<file path="src/rtl/arbitro_mux4b.sv">
// Purpose : two-requester 4-bit arbiter; winner's word goes through one shared
//           2:1 mux into a registered output slot (S/Valid).
// Latency : Req seen in a free-slot cycle -> Ack same cycle -> S/Valid next edge.
// Backpr. : slot is free when empty or being drained (Ready=1); otherwise no Ack.
// Ports   : clk/rst (async active-high); ReqA/DataA, ReqB/DataB requesters;
//           AckA/AckB combinational grants; Sel mux select; S/Valid/Ready output slot.
module arbitro_mux4b #(
    parameter bit PRIO_INICIAL = 1'b0
) (
    input  logic       clk,
    input  logic       rst,
    input  logic       ReqA,
    input  logic [3:0] DataA,
    input  logic       ReqB,
    input  logic [3:0] DataB,
    output logic       AckA,
    output logic       AckB,
    output logic       Sel,
    output logic [3:0] S,
    output logic       Valid,
    input  logic       Ready
);

    typedef enum logic {
        OCIOSO  = 1'b0,
        ENTREGA = 1'b1
    } estado_t;

    estado_t    estado_q, estado_d;
    logic [3:0] s_q, s_d;
    logic       sel_q, sel_d;
    logic       ultimo_q, ultimo_d;   // source served by the most recent capture

    logic       libre;
    logic       captura;
    logic       grant;
    logic [3:0] mux_dat;

    always_comb begin
        libre    = (estado_q == OCIOSO) || Ready;
        // Reset gates the capture so no Ack can escape while rst is high.
        captura  = !rst && libre && (ReqA || ReqB);

        // Conflict: rotate away from the last served source. Otherwise the
        // lone requester wins (ReqB alone -> 1, ReqA alone -> 0).
        if (ReqA && ReqB) begin
            grant = ~ultimo_q;
        end else begin
            grant = ReqB;
        end

        // Sel follows the grant only on a capture and otherwise holds.
        sel_d    = captura ? grant : sel_q;
        mux_dat  = sel_d ? DataB : DataA;

        s_d      = s_q;
        estado_d = estado_q;
        ultimo_d = ultimo_q;
        if (captura) begin
            s_d      = mux_dat;
            estado_d = ENTREGA;
            ultimo_d = grant;
        end else if (estado_q == ENTREGA && Ready) begin
            estado_d = OCIOSO;
        end
    end

    always_ff @(posedge clk or posedge rst) begin
        if (rst) begin
            estado_q <= OCIOSO;
            s_q      <= 4'b0000;
            sel_q    <= PRIO_INICIAL;
            ultimo_q <= ~PRIO_INICIAL;
        end else begin
            estado_q <= estado_d;
            s_q      <= s_d;
            sel_q    <= sel_d;
            ultimo_q <= ultimo_d;
        end
    end

    assign AckA  = captura && !grant;
    assign AckB  = captura && grant;
    assign Sel   = sel_d;
    assign S     = s_q;
    assign Valid = (estado_q == ENTREGA);

endmodule

</file>
<file path="config.mk">
export PLATFORM = sky130hd
export DESIGN_NAME = arbitro_mux4b
export DESIGN_NICKNAME = d
export VERILOG_FILES = /design/src/rtl/arbitro_mux4b.sv
export SDC_FILE = /design/constraint.sdc
export NUM_CORES = 1
export LEC_CHECK = 0
export CORE_AREA = 3 3 40 42
export DETAILED_ROUTE_END_ITERATION = 6
export DIE_AREA = 0 0 43 45
export PLACE_DENSITY = 0.59
export SLEW_MARGIN = 20
export SYNTH_ARGS = -nofsm -noshare
export SYNTH_HDL_FRONTEND = slang
export SYNTH_SLANG_ARGS = --single-unit
export TNS_END_PERCENT = 100
</file>
<file path="constraint.sdc">
create_clock -name clk -period 2.7 [get_ports clk]
set_input_delay 0.54 -clock clk [delete_from_list [all_inputs] [get_ports clk]]
set_output_delay 0.54 -clock clk [all_outputs]
set_load 0.02 [all_outputs]
</file>
* After elaboration in Yosys (flattened, before gate mapping)
Cells that the tools add are included.
Storage, ports and cells: register bits after elaboration 7
Operators by class: muxes and demuxes 5, bitwise logic cells 2, reductions and logical operators 11
Operator list (number):
- $logic_and A1 B1 Y1 | 6
- $mux W1 | 4
- $mux W4 | 1
- $logic_not A1 Y1 | 2
- $logic_or A1 B1 Y1 | 2
- $not A1 Y1 | 2
- $reduce_bool A2 Y1 | 1

* Longest topological paths before layout
depth in word-level cells 6, mapped depth 3

* Worst setup path after synthesis
Ideal clock, no wire load.
kind in2out, start point input rst, end point output Sel, arrival 1.346 ns, data required time 2.160 ns, path slack 0.814 ns, stages 3, path buffers 0, cells stage by stage o21bai_1 > a21oi_4 > mux2_2
On the way: cells in the longest elaborated chain, start to end 4
Ends and longest elaborated chain:
- start, declared | line 11 | input logic rst,
- $logic_not A1 Y1 (no source line)
- $logic_and A1 B1 Y1 (2 in a row) | line 42 | captura = !rst && libre && (ReqA || ReqB);
- $mux W1 | line 53 | sel_d = captura ? grant : sel_q;
- end, declared | line 18 | output logic Sel,
No other way between the ends.

* Worst setup path after layout
Ends and elaborated chain as after synthesis.

==> flow_summary.json <==
{
  "finalWorstSetupSlack_ps": 182,
  "die_y_um": 45,
  "num_antenna_cells": 0,
  "async_reset_ff_share_pct": 100,
  "ios": 21,
  "cts_buffers": 3,
  "vias": 299,
  "grt_max_degree": 8,
  "core_um2": 1280,
  "end_kind": "primary output",
  "start_kind": "input pin",
  "ys_types": 10,
  "dp_hpwl_um": 761,
  "path_clk_slew_ps": 50,
  "crit_type": "input pin to primary output",
  "antenna_found_initial": 0,
  "areaGrowthSynthToFinish_pct": 75.9,
  "cts_setup_buffers": 0,
  "crit_required_ps": 2160,
  "run_status": "completed",
  "synth.area.top_cells": "dfrtp_1 (41%), mux2_2 (31%), dfstp_2 (7.2%)",
  "grt.busiest_layer": "met2",
  "skew_ps": 4.27,
  "start_util_pct": 28.3,
  "max-slew-margin-rel_pct": 80.0,
  "grt_pass1_wl_um": 1480,
  "ys_top_cells_by_count": "mux2_2 (10), dfrtp_1 (6), inv_1 (3)",
  "synthesis.nets": 39,
  "cts_buffer_depth": 2,
  "finalPower_mw": 0.379,
  "cts_sinks": 7,
  "rsz0062_at_grt": "false",
  "grt_pass1_vias": 331,
  "htree_levels": 1,
  "drc": 0,
  "cts-root-buf": "clkbuf_4",
  "multi_input_comb_area_um2": 176,
  "die_x_um": 43,
  "finalHoldViolCount": 0,
  "cp_max_fo": 2,
  "synth_top_cell_by_area": "dfrtp_1",
  "synth_top_area_share_pct": 41.2,
  "r2r_cells": 4,
  "rrSetupSlack_ps": 1270,
  "routed_wl_um": 903,
  "finalSetupViolations": 0,
  "hold_path.class": "flop to flop",
  "yosysMostFrequentCell": "mux2_2",
  "avgSynthCellArea_um2": 14.0,
  "gp_congestion": 0.654,
  "yosys_register_bits": 7,
  "fin_nets": 68,
  "hold_path_end": "sel_q",
  "cts_tree": "built",
  "cellPowerDensity_nw_per_um2": 591,
  "n_fill_cell": 122,
  "hold_depth": 1,
  "clock_latency_ps": 260,
  "grt.total_usage_pct": 10.8,
  "viasPerCell": 4.33,
  "syn_area_um2": 364,
  "cap_violations": 0,
  "synth_edf_count": 0,
  "seq_area_frac_synth_pct": 48.5,
  "period_share_pct": 93.3,
  "route.antenna.remaining_nets": 0,
  "dieArea_um2": 1940,
  "ir_drop_mv": 0.271,
  "regArea_um2": 176,
  "fmax_mhz": 397,
  "fin_crit_ps": 2520,
  "worst-endpoint-arrival_ps": 1980,
  "grt.overflow.total": 0,
  "postSynthCellCount": 26,
  "use_met3_pct": 2.39,
  "met1_usage_pct": 10.1,
  "wl_per_cell_um": 13.1,
  "worst_pin_slew_ps": 299,
  "drive_above_1_share_pct": 42.6,
  "synth-main-ff-cell": "dfrtp_1",
  "grtUsageMet2_pct": 20.7,
  "r2r-start": "ultimo_q",
  "drv_slew": 0,
  "yosysWarnings": 0,
  "rr_endpoint": "S[1]",
  "portBuffers": 20,
  "p_leak_nw": 0.298,
  "drtIter0Drc": 1,
  "pre_cts_slack_ps": -50.8,
  "hold_start": "sel_q",
  "dr.pass1.iters": 3,
  "rows": 13
}
per-stage QoR:
step | instance area, µm² | util (%) | hold slack [ps] | TNS [ps] | std cells
floorplan | 364 | - | 343 | 0 | 26
global placement | 613 | 47.7 | 481 | -6.18 | 65
detailed placement | 613 | 47.7 | 485 | -60.1 | 65
CTS | 638 | 49.7 | 494 | 0 | 69
global route | 641 | 49.9 | 529 | 0 | 69
finish | 641 | 49.9 | 490 | 0 | 69
report_power, final:
part	internal [mW]	leakage [nW]	switching (mW)
Clock	0.0543	0.0177	0.0426
Combinational	0.0809	0.200	0.0584
Sequential	0.130	0.0809	0.0128
repair_timing:
item                                    in CTS  in global routing
endpoints found under the setup margin       2                  1
pin swaps                                    0                  0
gates resized for setup                      2                  1
hold buffers                                 0                  0
cell type report:
type,count,share of cell area (%)
clock buffer,3,3.52
inverter,3,1.76
timing repair buffer,24,35.9
tap,15,2.93
multi-input combinational,16,27.5
sequential,7,27.5
clock inverter,1,0.781
critical path, stage by stage:
cell	delay [ps]
clkdlybuf4s50_1	420
o21bai_1	210
a21oi_4	140
mux2_2	350
dlygate4sd2_1	320
placed cells by master, fill, tap and decap left out:
master / instances
and2b_2: 1
a21oi_4: 1
dfstp_2: 1
o21bai_1: 1
o21ai_0: 1
dfrtp_1: 6
a21boi_4: 1
dlymetal6s2s_1: 1
clkdlybuf4s50_1: 17
clkinv_2: 1
buf_4: 4
mux2_2: 10
dlygate4sd2_1: 2
inv_1: 3
and2_2: 1
clkbuf_4: 3
kinds of logic after synthesis:
family | share of synthesized area, %
multiplexers | 30.9
flip-flops | 48.5
AO/OA/AOI/OAI | 13.1
buffers and inverters | 3.09
AND/OR/NAND/NOR | 4.47
registers in the layout, summed over array words and instances, names as in the netlist:
| register | flops |
|---|---|
| S | 4 |
| Valid | 1 |
| sel_q | 1 |
| ultimo_q | 1 |
how the worst max path moves through the flow:
stage	slack, ps	to	startpoint
floorplan	810	Sel	rst
global placement	-6	Sel	rst
detailed placement	-50	Sel	rst
CTS	9	AckB	rst
global route	120	Sel	rst
finish	180	Sel	rst
routing by layer:
layer	routed length, µm	vias to the layer above
met5	0	-
li1	-	146
met2	512	10
met1	306	141
met3	69	2
met4	15	0
Power figures use the tool's default switching activity.
